$ cat src/rtl/simple_full_adder_pkg.sv
// Shared constants for the registered ripple-carry adder.
package simple_full_adder_pkg;

  localparam int unsigned DEFAULT_WIDTH = 1;
  localparam int unsigned MAX_WIDTH     = 64;

endpackage : simple_full_adder_pkg

$ cat src/rtl/simple_full_adder_cell.sv
// One-bit combinational full adder used as a ripple-chain stage.
// Ports:
//   a, b   - operand bits
//   cin    - carry into this bit
//   sum_c  - a ^ b ^ cin
//   cout_c - carry into the next bit
module full_adder_cell (
  input  logic a,
  input  logic b,
  input  logic cin,
  output logic sum_c,
  output logic cout_c
);

  logic prop_c;

  // Carry propagates only when exactly one operand bit is set.
  assign prop_c = a ^ b;
  assign sum_c  = prop_c ^ cin;
  assign cout_c = (a & b) | (cin & prop_c);

endmodule : full_adder_cell

$ cat src/rtl/simple_full_adder.sv
// Ripple-carry adder computing {cout, sum} = a + b + cin, with an optional
// output register (REG_OUT=1, latency 1) or a pure combinational path
// (REG_OUT=0, latency 0).
// Ports:
//   clk, rst_n - rising-edge clock, async active-low reset (registered mode)
//   in_valid   - qualifies a, b, cin
//   a, b, cin  - operands and carry-in
//   out_valid  - sum/cout hold a new result
//   sum, cout  - (a + b + cin) mod 2^WIDTH and the carry out of the top bit
module simple_full_adder
  import simple_full_adder_pkg::*;
#(
  parameter int unsigned WIDTH   = DEFAULT_WIDTH,
  parameter bit          REG_OUT = 1'b1
) (
  input  logic             clk,
  input  logic             rst_n,
  input  logic             in_valid,
  input  logic [WIDTH-1:0] a,
  input  logic [WIDTH-1:0] b,
  input  logic             cin,
  output logic             out_valid,
  output logic [WIDTH-1:0] sum,
  output logic             cout
);

  localparam int unsigned W = WIDTH;

  typedef struct packed {
    logic         cout;
    logic [W-1:0] sum;
  } add_result_t;

  logic [W:0]   carry_c;
  logic [W-1:0] sum_chain_c;
  add_result_t  res_c;

  assign carry_c[0] = cin;

  // Ripple chain: bit i consumes carry i and produces carry i+1.
  for (genvar i = 0; i < int'(W); i++) begin : g_cell
    full_adder_cell u_cell (
      .a      (a[i]),
      .b      (b[i]),
      .cin    (carry_c[i]),
      .sum_c  (sum_chain_c[i]),
      .cout_c (carry_c[i+1])
    );
  end

  assign res_c = '{cout: carry_c[W], sum: sum_chain_c};

  if (REG_OUT) begin : g_reg
    add_result_t res_q;
    logic        valid_q;

    // Capture only on valid input so that idle-cycle operand values
    // (including X) never reach the held result.
    always_ff @(posedge clk or negedge rst_n) begin
      if (!rst_n) begin
        res_q   <= '0;
        valid_q <= 1'b0;
      end else begin
        valid_q <= in_valid;
        if (in_valid) begin
          res_q <= res_c;
        end
      end
    end

    assign out_valid = valid_q;
    assign sum       = res_q.sum;
    assign cout      = res_q.cout;
  end else begin : g_comb
    // Clock and reset have no role in the bypass configuration.
    logic unused_clk_rst;
    assign unused_clk_rst = &{1'b0, clk, rst_n};

    assign out_valid = in_valid;
    assign sum       = res_c.sum;
    assign cout      = res_c.cout;
  end

endmodule : simple_full_adder

$ cat config.mk
export PLATFORM = sky130hd
export DESIGN_NAME = simple_full_adder
export DESIGN_NICKNAME = d
export VERILOG_FILES = /design/src/rtl/simple_full_adder_pkg.sv /design/src/rtl/simple_full_adder_cell.sv /design/src/rtl/simple_full_adder.sv
export SDC_FILE = /design/constraint.sdc
export NUM_CORES = 1
export LEC_CHECK = 0
export BUFFER_PORTS_ARGS = -buffer_cell sky130_fd_sc_hd__buf_4
export CAP_MARGIN = 20
export CORE_AREA = 4 4 41 43
export CTS_CLUSTER_DIAMETER = 120
export DETAILED_ROUTE_END_ITERATION = 8
export DIE_AREA = 0 0 45 47
export PLACE_DENSITY = 0.3
export SYNTH_ARGS = -nofsm -noshare
export SYNTH_HDL_FRONTEND = slang
export SYNTH_SLANG_ARGS = --single-unit
$ cat constraint.sdc
create_clock -name clk -period 0.85 [get_ports clk]
set_clock_uncertainty 0.1 [all_clocks]
set_input_delay 0.17 -clock clk [delete_from_list [all_inputs] [get_ports clk]]
set_output_delay 0.17 -clock clk [all_outputs]
set_load 0.01 [all_outputs]
==> results.sh, run 1 <==
export IMPL_cp_slowest_cell="dfrtp_1"
export IMPL_dieArea_um2=2120
export IMPL_clock_fmax_mhz=999
export IMPL_drt_pass1_iter_count=2
export IMPL_slew_viol_final=0
export IMPL_gp_congestion=0.642
export IMPL_setup_tns_ns=-0.693
export IMPL_whs_endpoint="cout"
export IMPL_min_from="in_valid"
export IMPL_timing_final_ws_setup_ns=-0.151
export IMPL_status="finished with violations"
export IMPL_r2r_cells=2
export IMPL_cp_cell_sequence="buf_6"
export IMPL_fin_nets=30
export IMPL_final_hold_viol_count=0
export IMPL_final_cell_mix="buf_4, clkbuf_4, dfrtp_1, buf_6"
export IMPL_yosysWarnings=0
export IMPL_p_seq_share_pct=31.1
export IMPL_drv_cap=0
export IMPL_antenna_found_initial=0
export IMPL_drc=0
export IMPL_cts_root_buf="clkbuf_4"
export IMPL_p_comb_share_pct=24.4
export IMPL_p_sw_uw=122
export IMPL_grt_overflow=0
export IMPL_holdWs_ns=0.117
export IMPL_cts_inserted_buffers=3
export IMPL_core_um2=1300
export IMPL_finalCritPeriodShare_pct=118
export IMPL_placedCellCount=29
export IMPL_diodes=0
export IMPL_cpPeakStageDelay_ns=0.38
export IMPL_fin_cells=37
export IMPL_dr_total_vias=116
export IMPL_io_pins=9
export IMPL_grt_start_max_net_pins=4
export IMPL_r2r_start="sum"
export IMPL_postRouteAntennaNets=0
export IMPL_wl_per_cell_um=8.38
export IMPL_internal_power_uw=435
export IMPL_numPortBuffers=8
export IMPL_fin_util_pct=21.4
export IMPL_ys_seq_area_share_pct=63.8
export IMPL_cts_path_max_buffers=2
export IMPL_reg2reg_slack_ns=-0.14
export IMPL_dp_slack_ns=-0.378
export IMPL_syn_cell_area_um2=118
export IMPL_clockPowerShare_pct=44.5
export IMPL_violations="setup timing"
export IMPL_htree_levels=1
export IMPL_crit_arrival_ns=0.73
export IMPL_clk_latency_ns=0.23
export IMPL_min_period_ns=1.00
export IMPL_final_common_cell="buf_4"
export IMPL_grt_pass1_wl_um=503
export IMPL_n_fill_cell=151
export IMPL_rows=13
export IMPL_worstSetupEndpointType="primary output"
export IMPL_yosys_area_top_type="dfrtp_1"
export IMPL_netlist_area_leader_share_pct=63.8
export IMPL_worstMarginPinSlew_ns=0.0896
export IMPL_critPathRequiredTime_ns=0.58
export IMPL_clkSinkCount=3
export IMPL_power_density_nw_per_um2=2000
export IMPL_grt_use_total_pct=4.53
export IMPL_drt_iter0_markers=2
export IMPL_netlist_top_cells_area="dfrtp_1, mux2_2, fa_1"
export IMPL_syn_inst=6
export IMPL_sw_frac_of_total_pct=21.9
export IMPL_vias_per_cell=3.14
export IMPL_rr_endpoint="sum"
export IMPL_start_util_pct=9.04
export IMPL_synth_seq_cells=3
export IMPL_crit_fanout=2
export IMPL_rsz0062_at_grt="true"
export IMPL_whs_path_depth=2
export IMPL_chipHeight_um=47
export IMPL_vdd_drop_max_mv=0.381
export IMPL_synthToLayoutAreaGrowth_pct=137
export IMPL_holdCritPathClass="input pin to flop"
export IMPL_synth_area_per_cell_um2=19.6
export IMPL_cts_tree="yes"
export IMPL_clk_pin_slew_ns=0.04
export IMPL_path_class="flop to primary output"
export IMPL_wl_um=310
export IMPL_syn_num_nets=13
export IMPL_relSlewSlack_pct=94.0
export IMPL_drive_gt1_share_pct=72.7
export IMPL_cellLeakagePower_nw=0.133
export IMPL_cp_start_kind="flop"
export IMPL_cpLargestDelayFamily="flip-flops"
export IMPL_fp_dieW_um=45
export IMPL_synth_cell_types=3
export IMPL_first_global_vias=138
export IMPL_setup_viol=5
export IMPL_path_buf_inv=1
-- metrics by stage --
step / cell area (um2) / power [mW]
3_5_place_dp: 203 / 0.264
2_1_floorplan: 124 / 0.203
4_1_cts: 279 / 0.575
5_1_grt: 279 / 0.589
6_report: 279 / 0.557
3_3_place_gp: 203 / 0.262
-- power groups by stage --
stage	clock [mW]	sequential [mW]	combinational, mW
2_1_floorplan	0	0.180	0.0230
3_3_place_gp	0	0.173	0.0888
3_5_place_dp	0	0.173	0.0905
4_1_cts	0.264	0.173	0.139
5_1_grt	0.268	0.175	0.146
6_report	0.248	0.173	0.136
-- registers in the layout, summed over array words and instances (netlist names) --
register,cells
cout,1
sum,1
out_valid,1
-- routing by layer --
layer / GRT usage [%] / share of wire, % / up-vias
met5: 0 / 0 / -
met4: 8.77 / 5.5 / 0
met3: 3.45 / 22 / 2
met2: 5.37 / 35 / 11
met1: 3.23 / 37 / 51
li1: - / - / 52
-- cell type report --
cell class	instances	area (um2)	area share [%]
Sequential cell	3	75.1	26.9
Multi-Input combinational cell	3	52.6	18.8
Timing Repair Buffer	12	106	38.1
Clock buffer	4	26.3	9.42
Tap cell	15	18.8	6.73
-- timing repair --
item,4_1_cts,5_1_grt
gates resized for setup,4,0
hold buffers,2,0
endpoints found under the setup margin,5,5
buffers inserted,2,0
endpoints found under the hold margin,4,0
-- synth_stat cells, drive strengths merged --
library cell,count
dfrtp,3
mux2,2
fa,1
-- cells by family after synthesis --
group | Yosys count | synth area share [%]
DFF | 3 | 63.8
muxes | 2 | 19.1
adders and majority gates | 1 | 17.0
-- worst max-delay path by stage --
stage,start,end,slack [ns],cells after the start
final,sum,sum,-0.15,1
after global placement,a,sum,-0.37,3
after detailed placement,a,sum,-0.38,3
after global routing,cout,cout,-0.17,1
after CTS,cout,cout,-0.16,1
after floorplan,a,sum,-0.23,2
No activity file was read; power rests on OpenSTA's default activity.
==> run 2: changes to the inputs <==
- BUFFER_PORTS_ARGS: -buffer_cell sky130_fd_sc_hd__buf_4 -> -buffer_cell sky130_fd_sc_hd__buf_2
- RECOVER_POWER: default -> 50
- clock period: 0.85 -> 1.2 ns (I/O delays scaled with it)
==> run 2 against run 1 <==
The flow now finishes without violations. Register-to-register slack better by 0.50 ns. Sequential power is 31% lower. Highest routed layer is now met3. Count of clock-buffer cells in the layout stayed put. Design area is 25% lower. Sequential share of layout area is 8.8 points higher. Largest power group unchanged. Final cell count is 8.1% lower.
==> results.sh, run 2 (synthesis results as in run 1) <==
export IMPL_holdCritPathClass="input pin to flop"
export IMPL_grt_start_max_net_pins=4
export IMPL_path_buf_inv=1
export IMPL_critPathRequiredTime_ns=0.86
export IMPL_cts_root_buf="clkbuf_4"
export IMPL_start_util_pct=9.04
export IMPL_grt_use_met1_pct=3.00
export IMPL_worstMarginPinSlew_ns=0.157
export IMPL_drive_gt1_share_pct=57.9
export IMPL_grt_busiest_layer="met3"
export IMPL_vdd_drop_max_mv=0.444
export IMPL_grt_use_met2_pct=3.39
export IMPL_drv_cap=0
export IMPL_fin_cells=34
export IMPL_vias_per_cell=2.85
export IMPL_n_fill_cell=161
export IMPL_clkSinkCount=3
export IMPL_fin_nets=27
export IMPL_finalCritPeriodShare_pct=89.5
export IMPL_fin_util_pct=16.2
export IMPL_final_hold_viol_count=0
export IMPL_diodes=0
export IMPL_grt_use_total_pct=3.57
export IMPL_gp_congestion=0.553
export IMPL_wl_per_cell_um=7.62
export IMPL_cp_cell_sequence="buf_2"
export IMPL_cts_inserted_buffers=3
export IMPL_final_common_cell="buf_2"
export IMPL_htree_levels=1
export IMPL_status="finished clean"
export IMPL_postRouteAntennaNets=0
export IMPL_grt_pass1_wl_um=420
export IMPL_cpLargestDelayFamily="flip-flops"
export IMPL_dieArea_um2=2120
export IMPL_cp_start_kind="flop"
export IMPL_path_class="flop to primary output"
export IMPL_cpPeakStageDelay_ns=0.36
export IMPL_clock_fmax_mhz=931
export IMPL_relSlewSlack_pct=89.5
export IMPL_core_um2=1300
export IMPL_min_period_ns=1.07
export IMPL_first_global_vias=97
export IMPL_drc=0
export IMPL_grt_overflow=0
export IMPL_fp_dieW_um=45
export IMPL_io_pins=9
export IMPL_cts_path_max_buffers=2
export IMPL_crit_fanout=2
export IMPL_slew_viol_final=0
export IMPL_worstSetupEndpointType="primary output"
export IMPL_chipHeight_um=47
export IMPL_drt_iter0_markers=0
export IMPL_fin_area_um2=210
export IMPL_final_cell_mix="buf_2, clkbuf_4, clkbuf_1, dfrtp_1, mux2_2"
export IMPL_placedCellCount=29
export IMPL_grt_use_met3_pct=5.36
export IMPL_detailed_place_area_um2=176
export IMPL_antenna_found_initial=0
export IMPL_numPortBuffers=8
export IMPL_setup_viol=0
export IMPL_clk_pin_slew_ns=0.04
export IMPL_cts_resized=0
export IMPL_crit_arrival_ns=0.73
export IMPL_drt_pass1_iter_count=1
export IMPL_power_density_nw_per_um2=1640
export IMPL_dr_total_vias=97
export IMPL_synthToLayoutAreaGrowth_pct=78.7
export IMPL_rows=13
export IMPL_clk_latency_ns=0.23
export IMPL_cp_slowest_cell="dfrtp_1"
export IMPL_cellLeakagePower_nw=0.0954
export IMPL_cts_tree="yes"
export IMPL_rsz0062_at_grt="false"
export IMPL_wl_um=259
-- run 2: area by class of cell --
type / instances / area [um2] / share of cell area (%)
well taps: 15 / 18.8 / 8.93
clock buffers: 4 / 26.3 / 12.5
multi-input cells: 3 / 42.5 / 20.2
repair buffers: 9 / 47.5 / 22.6
flip-flops and latches: 3 / 75.1 / 35.7
-- run 2: per-layer routing --
layer | wire [um] | up-vias
met5 | 0 | -
met4 | 0 | 0
met3 | 48 | 0
met2 | 104 | 6
met1 | 106 | 45
li1 | - | 46
-- run 2: per-stage QoR --
step | power, mW | setup WS [ns] | hold WS (ns) | setup TNS, ns
after floorplan | 0.141 | 0.0341 | -0.156 | 0
after global placement | 0.169 | -0.0960 | -0.0614 | -0.148
after detailed placement | 0.169 | -0.0882 | -0.0609 | -0.133
after CTS | 0.361 | 0.108 | 0.0555 | 0
after global routing | 0.376 | 0.0876 | 0.0864 | 0
final | 0.344 | 0.126 | 0.0842 | 0
-- run 2: worst paths after layout --
| path | slack (ns) | start | endpoint | cells past startpoint |
|---|---|---|---|---|
| setup / recovery | 0.13 | cout | cout | 1 |
| max in group asynchronous | 0.61 | rst_n | out_valid | 2 |
| setup reg to reg | 0.36 | cout | cout | 1 |
| hold / removal | 0.08 | in_valid | out_valid | 1 |
| min in group asynchronous | 0.24 | rst_n | cout | 2 |
| hold reg to reg | 0.40 | sum | sum | 1 |
-- run 2: where the power goes --
part           leakage (nW)  switching (mW)  internal, mW  total [mW]
clock                0.0150          0.0522         0.125       0.177
combinational        0.0454          0.0217        0.0262      0.0479
sequential           0.0350         0.00465         0.114       0.119
-- run 2: what timing repair did --
item | CTS | global route
buffers inserted | 0 | 0
hold endpoints to repair | 3 | 0
hold buffers | 1 | 0
